[src/rtl/mem_stage.sv]
//------------------------------------------------------------------------------
// Module      : mem_stage
// Description : Pipeline MEM stage; a two-state FSM issues data-memory accesses
//               with a bounded wait and fills the MEM/WB register.
// Revision    : 1.0 - initial release
//------------------------------------------------------------------------------
`default_nettype none

module mem_stage #(
   parameter int MEM_TIMEOUT = 15
) (
   input  logic        clk,
   input  logic        reset,
   input  logic [31:0] adder_in,
   input  logic [31:0] alu_result_in,
   input  logic [31:0] writedata_in,
   input  logic        zero_in,
   input  logic        branch_in,
   input  logic        memtoreg_in,
   input  logic        memwrite_in,
   input  logic        regwrite_in,
   input  logic        addermuxselect_in,
   input  logic [4:0]  rd_in,
   output logic        mem_req,
   output logic        mem_we,
   output logic [31:0] mem_addr,
   output logic [31:0] mem_wdata,
   input  logic [31:0] mem_rdata,
   input  logic        mem_ack,
   output logic        pc_src_out,
   output logic [31:0] branch_target_out,
   output logic        stall_out,
   output logic        mem_err_out,
   output logic [31:0] readdata_out,
   output logic [31:0] alu_result_out,
   output logic [4:0]  rd_out,
   output logic        memtoreg_out,
   output logic        regwrite_out,
   output logic        valid_out
);

   localparam logic [7:0] c_timeout_last = 8'(MEM_TIMEOUT - 1);

   typedef enum logic [0:0] {
      IDLE = 1'b0,
      WAIT = 1'b1
   } state_t;

   state_t      r_state;
   state_t      w_next_state;

   logic [31:0] r_addr;
   logic [31:0] r_wdata;
   logic [4:0]  r_rd;
   logic        r_memtoreg;
   logic        r_memwrite;
   logic        r_regwrite;
   logic [7:0]  r_cnt;
   logic        r_err;

   logic        w_idle;
   logic        w_mem_op;
   logic        w_timeout;

   assign w_idle    = (r_state == IDLE);
   assign w_mem_op  = memtoreg_in | memwrite_in;
   assign w_timeout = (r_state == WAIT) && !mem_ack && (r_cnt == c_timeout_last);

   // Reset forces IDLE asynchronously, so the request drops without a clock.
   assign mem_req   = ~w_idle;
   assign mem_we    = ~w_idle & r_memwrite;
   assign mem_addr  = r_addr;
   assign mem_wdata = r_wdata;

   // Input-derived outputs are gated so every output reads 0 under reset.
   assign stall_out         = reset & (w_idle ? w_mem_op : 1'b1);
   assign pc_src_out        = reset & w_idle & branch_in & zero_in;
   assign branch_target_out = reset ? (addermuxselect_in ? alu_result_in : adder_in) : 32'd0;
   assign mem_err_out       = r_err;

   always_ff @(posedge clk or negedge reset) begin
      if (!reset) begin
         r_state <= IDLE;
      end else begin
         r_state <= w_next_state;
      end
   end

   always_comb begin
      w_next_state = r_state;
      case (r_state)
         IDLE: begin
            if (w_mem_op) begin
               w_next_state = WAIT;
            end
         end
         WAIT: begin
            if (mem_ack || w_timeout) begin
               w_next_state = IDLE;
            end
         end
         default: w_next_state = IDLE;
      endcase
   end

   always_ff @(posedge clk or negedge reset) begin
      if (!reset) begin
         r_addr         <= 32'd0;
         r_wdata        <= 32'd0;
         r_rd           <= 5'd0;
         r_memtoreg     <= 1'b0;
         r_memwrite     <= 1'b0;
         r_regwrite     <= 1'b0;
         r_cnt          <= 8'd0;
         r_err          <= 1'b0;
         readdata_out   <= 32'd0;
         alu_result_out <= 32'd0;
         rd_out         <= 5'd0;
         memtoreg_out   <= 1'b0;
         regwrite_out   <= 1'b0;
         valid_out      <= 1'b0;
      end else begin
         r_err <= w_timeout;
         case (r_state)
            IDLE: begin
               if (w_mem_op) begin
                  r_addr       <= alu_result_in;
                  r_wdata      <= writedata_in;
                  r_rd         <= rd_in;
                  r_memtoreg   <= memtoreg_in;
                  r_memwrite   <= memwrite_in;
                  r_regwrite   <= regwrite_in;
                  r_cnt        <= 8'd0;
                  // The access result is written later; this slot is a bubble.
                  regwrite_out <= 1'b0;
                  valid_out    <= 1'b0;
               end else begin
                  alu_result_out <= alu_result_in;
                  rd_out         <= rd_in;
                  memtoreg_out   <= 1'b0;
                  regwrite_out   <= regwrite_in;
                  valid_out      <= 1'b1;
               end
            end
            WAIT: begin
               if (mem_ack) begin
                  if (r_memtoreg) begin
                     readdata_out <= mem_rdata;
                  end
                  alu_result_out <= r_addr;
                  rd_out         <= r_rd;
                  memtoreg_out   <= r_memtoreg;
                  regwrite_out   <= r_regwrite;
                  valid_out      <= 1'b1;
               end else begin
                  if (!w_timeout) begin
                     r_cnt <= r_cnt + 8'd1;
                  end
                  regwrite_out <= 1'b0;
                  valid_out    <= 1'b0;
               end
            end
            default: begin
               valid_out <= 1'b0;
            end
         endcase
      end
   end

endmodule

`default_nettype wire

[config.mk]
export PLATFORM = sky130hd
export DESIGN_NAME = mem_stage
export DESIGN_NICKNAME = d
export VERILOG_FILES = /design/src/rtl/mem_stage.sv
export SDC_FILE = /design/constraint.sdc
export NUM_CORES = 1
export LEC_CHECK = 0
export CAP_MARGIN = 30
export CORE_AREA = 2 2 141 143
export DETAILED_ROUTE_END_ITERATION = 10
export DIE_AREA = 0 0 143 145
export GPL_TIMING_DRIVEN = 0
export PLACE_DENSITY_LB_ADDON = 0.3
export RECOVER_POWER = 25
export SYNTH_ARGS = -nofsm -noshare
export SYNTH_HDL_FRONTEND = slang
export SYNTH_SLANG_ARGS = --single-unit
[constraint.sdc]
create_clock -name clk -period 1.7 [get_ports clk]
set_clock_uncertainty 0.2 [all_clocks]
set_input_delay 0.17 -clock clk [delete_from_list [all_inputs] [get_ports clk]]
set_output_delay 0.17 -clock clk [all_outputs]
set_load 0.05 [all_outputs]
==> impl_metrics.yaml <==
route:
  highest_layer: "met4"
  antenna_left: 0
  drt-initial-drc-count: 266
  vias_per_cell: 4.76
  firstDrtPassIters: 4
  wl_met2_um: 12500
  wl_met1_um: 10100
  dr_total_vias: 6432
  dr_wl_met3_um: 1370
  post_drt_wl_per_cell_um: 18.1
  wl_um: 24500
  drc: 0
grt:
  grt_max_degree: 52
  grt_pass1_wl_um: 35000
  overflow: 0
  grt_usage: 0.219
  grt_pass1_vias: 6173
  antenna_found_initial: 2
logic_synthesis:
  yosys_warnings: 0
  synthesis.area_sq_mm: 0.00683
  yosysSeqAreaShare: 0.564
  synth_seq_cells: 154
  synth_edf_count: 0
  synth_ff_type: "dfrtp_1"
  synth-async-reset-ratio: 1.00
  syn_nets: 822
  syn-mean-instance-area_sq_um: 10.1
  synth.distinct_cells: 35
  syn_inst: 678
timing:
  hold_viol_final: 0
  drv_slew: 0
  rsz0062_at_grt: "true"
  worst_pin_slew_ns: 0.759
  whs_ns: 0.0746
  fmax_ghz: 0.526
  post-route-period-util: 1.12
  fin_crit_ns: 1.90
  setup_viol: 187
  layout_setup_ws_ns: -0.202
  setup_tns_ns: -20.82
  relSlewSlack: 0.494
cells_and_area:
  final_util: 0.642
  finalInstanceArea_sq_mm: 0.0123
  final_common_cell: "nand2_1"
  areaGrowthSynthToFinish_pct: 80.7
  fin_cells: 1350
  drive_above_1_share: 0.371
  layout_common_cells: "nand2_1, dfrtp_1, clkdlybuf4s50_1, mux2i_1, nand2_2"
  nets: 1214
pwr:
  internal-power_mw: 9.59
  netSwitchingPower_mw: 7.20
  p_comb_frac: 0.456
  ir_drop_mv: 0.760
  leakage_nw: 6.14
  powerDensity_mw_per_mm2: 1360
  fin_total_pwr_mw: 16.8
  seqPwrFrac: 0.310
  clockPowerShare: 0.234
  p_sw_frac: 0.429
place:
  pre_cts_ws_ns: -1.29
  place_area_sq_mm: 0.0105
  gp_congestion: 0.787
  dp_hpwl_um: 15500
  port_buffers: 312
  dp.cells: 1256
floorplanning:
  rows: 51
  initial_core_util: 0.356
  dieArea_sq_mm: 0.0207
  io_pins: 315
  die_x_um: 143
  die_h_um: 145
  core-area_sq_mm: 0.0192
clock_tree:
  htree_levels: 4
  cts_buffer_depth: 2
  cts.clk_slew.worst_paths_ns: 0.06
  cts_made_buffers: 17
  insertion_delay_ns: 0.41
  tritoncts: "done"
  cts_sinks: 154
  clock-root-buffer: "clkbuf_16"
run_status:
  status: "finished with violations"
  violations: "setup timing"
setup_path:
  cp_data_required_time_ns: 1.33
  critPathCaptureType: "primary output"
  crit_fanout: 4
  cp_data_arrival_time_ns: 1.53
  crit_path_start_kind: "flop"
  critical_path_class: "flop to primary output"
flow_run:
  cap_violations: 0
hold_path:
  hold_class: "primary input to flop"
critical path, cell delays in order (launching register included):
cell and delay [ns]:
dfrtp_2 0.45, or3_4 0.37, and2_4 0.16, buf_8 0.14
cell usage after synthesis (all sizes together) (2+ instances only):
| master | count | share of area |
|---|---|---|
| a21oi | 4 | 0.0029 |
| a31oi | 3 | 0.0027 |
| a41o | 3 | 0.0044 |
| and2 | 3 | 0.0027 |
| and4 | 3 | 0.0038 |
| buf | 28 | 0.020 |
| clkbuf | 13 | 0.0071 |
| dfrtp | 154 | 0.56 |
| ha | 2 | 0.0037 |
| inv | 3 | 0.0016 |
| mux2 | 34 | 0.056 |
| mux2i | 71 | 0.10 |
| nand2 | 257 | 0.14 |
| nand3 | 2 | 0.0015 |
| nor2 | 10 | 0.0059 |
| nor2b | 33 | 0.030 |
| o21ai | 39 | 0.029 |
| o31ai | 3 | 0.0033 |
| or4 | 2 | 0.0022 |
layout make-up:
cell class                      instances  area [sq um]
Inverter                                3          23.8
Tap cell                              265           332
Multi-Input combinational cell        481          3420
Clock inverter                         11           143
Fill cell                            1595          6870
Sequential cell                       154          3860
Buffer                                 40           490
Timing Repair Buffer                  373          3610
Antenna cell                            2          5.00
Clock buffer                           21           460
registers in the layout (all words and copies together), names as in the netlist, 5 cells and up:
register,count
r_cnt,8
alu_result_out,32
readdata_out,32
mem_wdata,32
rd_out,5
r_rd,5
mem_addr,32
layer usage:
metal,GRT usage,up-vias
met3,0.0525,31
li1,-,3028
met5,0,-
met4,0.0718,0
met1,0.271,3184
met2,0.375,189
power groups by stage:
stage	Sequential [mW]	Combinational, mW	Clock, mW
6_report	5.21	7.65	3.93
4_1_cts	5.07	7.04	4.00
5_1_grt	5.34	8.00	4.14
2_1_floorplan	8.16	1.49	0
3_3_place_gp	5.12	7.27	0
3_5_place_dp	5.15	7.32	0
logic make-up after synthesis:
kind of cell / synth area share
and+or+nand+nor: 0.197
DFF: 0.564
muxes: 0.160
AOI/OAI and AO/OA: 0.0454
buffers and inverters: 0.0291
adders and majority gates: 0.00366
final timing paths:
path | cells after the start | start | endpoint | slack (ns)
max in group asynchronous | 7 | reset | r_cnt[1] | -0.03
worst max register to register | 8 | mem_req | r_cnt[3] | -0.19
worst min register to register | 2 | memtoreg_out | memtoreg_out | 0.27
min in group asynchronous | 3 | reset | mem_wdata[26] | 0.43
worst min-delay path | 3 | writedata_in[19] | mem_wdata[19] | 0.07
worst max-delay path | 3 | mem_req | stall_out | -0.20
repair_timing:
action / CTS / global route
gates resized for setup: 473 / 373
hold buffers: 10 / 0
setup buffers: 14 / 17
gates cloned: 4 / 17
hold endpoints to repair: 154 / 0
pin swaps: 10 / 66
endpoints found under the setup margin: 299 / 254
(Power assumes the default switching activity.)
==> RTL change (same flow settings) <==
Register the output `mem_err_out` once more, with the module's reset; this adds one clock of latency there. The other outputs are not delayed to match.
--- a/src/rtl/mem_stage.sv
+++ b/src/rtl/mem_stage.sv
@@ -76,7 +76,13 @@
    assign stall_out         = reset & (w_idle ? w_mem_op : 1'b1);
    assign pc_src_out        = reset & w_idle & branch_in & zero_in;
    assign branch_target_out = reset ? (addermuxselect_in ? alu_result_in : adder_in) : 32'd0;
-   assign mem_err_out       = r_err;
+   always_ff @(posedge clk or negedge reset) begin
+      if (!reset) begin
+         mem_err_out <= '0;
+      end else begin
+         mem_err_out <= r_err;
+      end
+   end
 
    always_ff @(posedge clk or negedge reset) begin
       if (!reset) begin
Behaviour: no difference found for any inputs over 4 cycles, from zero or initial values and one cycle with reset low; that may be too few to reach the edited logic, so the function may still have changed.
==> RTL change against the original RTL <==
  * Setup slack better by 51 ps
  * Power decreased by 2.5%
  * Critical endpoint is now r_cnt[0]
  * Largest cell class is now sequential cells
  * Cell area fell by 6.2%
  * Utilization decreased by 4.0 points
  * Sequential cell count increased by 1
  * Maximum frequency increased by 2.8%
  * Global-route usage fell by 0.52 points
  * Critical path type is now reg2reg
  * Wire length shrank 6.9%
  * Die area is the same
  * The run still ends with setup timing left
  * Critical path depth is 3 higher
  * Synthesized area is 1.0% higher
==> RTL change: results (changes against the original RTL) <==
NUMBER_OF_SETUP_VIOLATIONS_IN_THE_FINAL_REPORT=50  # was 187
SEQUENTIAL_TO_TOTAL_AREA_SHARE_FROM_YOSYS_STAT_PCT=56.2  # was 56.4%
ANTENNA_FOUND_INITIAL=1  # was 2
GLOBALROUTETOTALUTIL_PCT=21.4  # was 21.9%
DETAILED_PLACE_HPWL_UM=15200  # was 15500 µm
VIOLATIONS='setup timing'  # unchanged
FILL_CELLS=1648  # was 1595
SLOWEST_DELAY_PS=400  # was 450 ps
DRT-MET1-WL_UM=9440  # was 10100 µm
DRT_ITER0_DRC=171  # was 266
WORST_EP_ARRIVAL_TIME_PS=1940  # was 1530 ps
ROUTED-WL-MET3_UM=1590  # was 1370 µm
POSTLAYOUTSETUPSLACKWORST_PS=-150  # was -202 ps
WORST_PATH_MAX_DELAY_CELL='dfrtp_1'  # was dfrtp_2
VDD_DROP_MAX_V=0.000700  # was 0.000760 V
GP_CONGESTION=0.781  # was 0.787
SYNTH_ADDER_AREA_SHARE_PCT=0.363  # was 0.366%
PLACEMENT.IO_BUFFERS=313  # was 312
FINAL_NET_COUNT=1187  # was 1214
CELL_AREA_POWER_DENSITY_nW_PER_UM2=1420  # was 1360 nW/µm²
WIRE_PER_INST_UM=17.2  # was 18.1 µm
GRT_PASS1_WL_UM=34200  # was 35000 µm
ROUTE.MET2.WL_UM=11200  # was 12500 µm
SYNTH_CELL_TYPE_COUNT=39  # was 35
SYNTH_TOP_CELLS_BY_COUNT='255 x nand2_1, 155 x dfrtp_1, 70 x mux2i_1'  # was 257 x nand2_1, 154 x dfrtp_1, 71 x mux2i_1
AVGVIACOUNTPERCELL=4.66  # was 4.76
POST_ROUTE_CELLS_DRIVE_ABOVE_1_SHARE_PCT=31.0  # was 37.1%
GRT_START_MAX_NET_PINS=45  # was 52
CELLLEAKAGEPOWER_uW=0.00569  # was 0.00614 µW
NETLIST_TOP_CELLS_AREA='dfrtp_1 56%, nand2_1 14%, mux2i_1 10%, mux2_2 5.6%, nor2b_1 3.0%'  # was dfrtp_1 56%, nand2_1 14%, mux2i_1 10%, mux2_2 5.1%, nor2b_1 3.0%
SYN-NUM-NETS=813  # was 822
SYNTH_COMPOUND_GATE_AREA_SHARE_PCT=4.39  # was 4.54%
OUTCOME='finished, violations left'  # unchanged
VIAS_IN_THE_FIRST_GLOBAL_ROUTE=6069  # was 6173
TOTALNEGATIVESETUPSLACK_PS=-981  # was -20820 ps
WORST_PIN_SLEW_PS=1080  # was 759 ps
[RTL change: cell types whose count changed in the layout (fill, tap and decap cells not counted), sizes merged, moves of 7 or more]
cell,delta
buf,-21
clkdlybuf4s15,+19
inv,+7
dlygate4sd2,-25
clkbuf,+7
[RTL change: through the flow]
step / util, % / area [µm²] / hold slack (ps) / cells
floorplan: - / 6990 / -326 / 669
global placement: 54.4 / 10500 / 134 / 1247
detailed placement: 54.6 / 10500 / 27.1 / 1248
CTS: 59.6 / 11500 / 52.4 / 1301
global route: 60.3 / 11600 / 60.2 / 1322
finish: 60.3 / 11600 / 71.3 / 1322
[RTL change: what timing repair did]
action	CTS	global route
hold buffers	5	0
cloned	4	9
hold endpoints to repair	155	0
pin swaps	7	9
resized for setup	460	205
buffers inserted	12	12
endpoints found under the setup margin	279	233
[RTL change: final timing paths]
| kind | from | endpoint | slack, ps | cells after the start |
|---|---|---|---|---|
| min | writedata_in[28] | mem_wdata[28] | 70 | 3 |
| min reg2reg | r_err | mem_err_out | 150 | 0 |
| max | r_cnt[0] | r_cnt[0] | -150 | 6 |
| min in group asynchronous | reset | readdata_out[17] | 410 | 2 |
| max reg2reg | r_cnt[0] | r_cnt[0] | -150 | 6 |
| max in group asynchronous | reset | valid_out | -10 | 5 |
[RTL change: critical path: cells and delay by family (launching register included)]
family	cells	cell delay [ps]
AO/OA/AOI/OAI	1	90
flip-flops	1	400
adder cells (fa/ha/maj)	1	130
multiplexers	1	220
buffers and inverters	1	100
AND/OR/NAND/NOR	2	580
[RTL change: cell type report]
class	count	share of cell area, %
timing repair buffer	356	28.7
inverter	3	0.130
antenna	1	0.0216
multi-input combinational	471	25.6
sequential	155	33.5
tap	265	2.86
buffer	39	3.71
clock buffer	17	3.68
clock inverter	15	1.73
[RTL change: kinds of logic (layout without fill, tap and decap cells)]
kind of cell | after synthesis | count (layout)
AOI/OAI and AO/OA | 51 | 51
xor gates and xnor gates | 1 | 1
adders and majority gates | 2 | 2
buffers and inverters | 43 | 430
DFF | 155 | 155
muxes | 104 | 104
other | 0 | 1
and+or+nand+nor | 313 | 313
[RTL change: where the power goes]
part,leakage (µW),switching [µW],internal [µW]
Sequential,0.00191,540,4610
Combinational,0.00347,4890,2280
Clock,0.000307,1690,2370
Total,0.00569,7120,9260
[RTL change: layer usage]
layer	vias up	GRT usage (%)
met3	31	6.83
met1	2964	26.3
met2	201	36.0
li1	2958	-
met4	0	6.04
met5	-	0
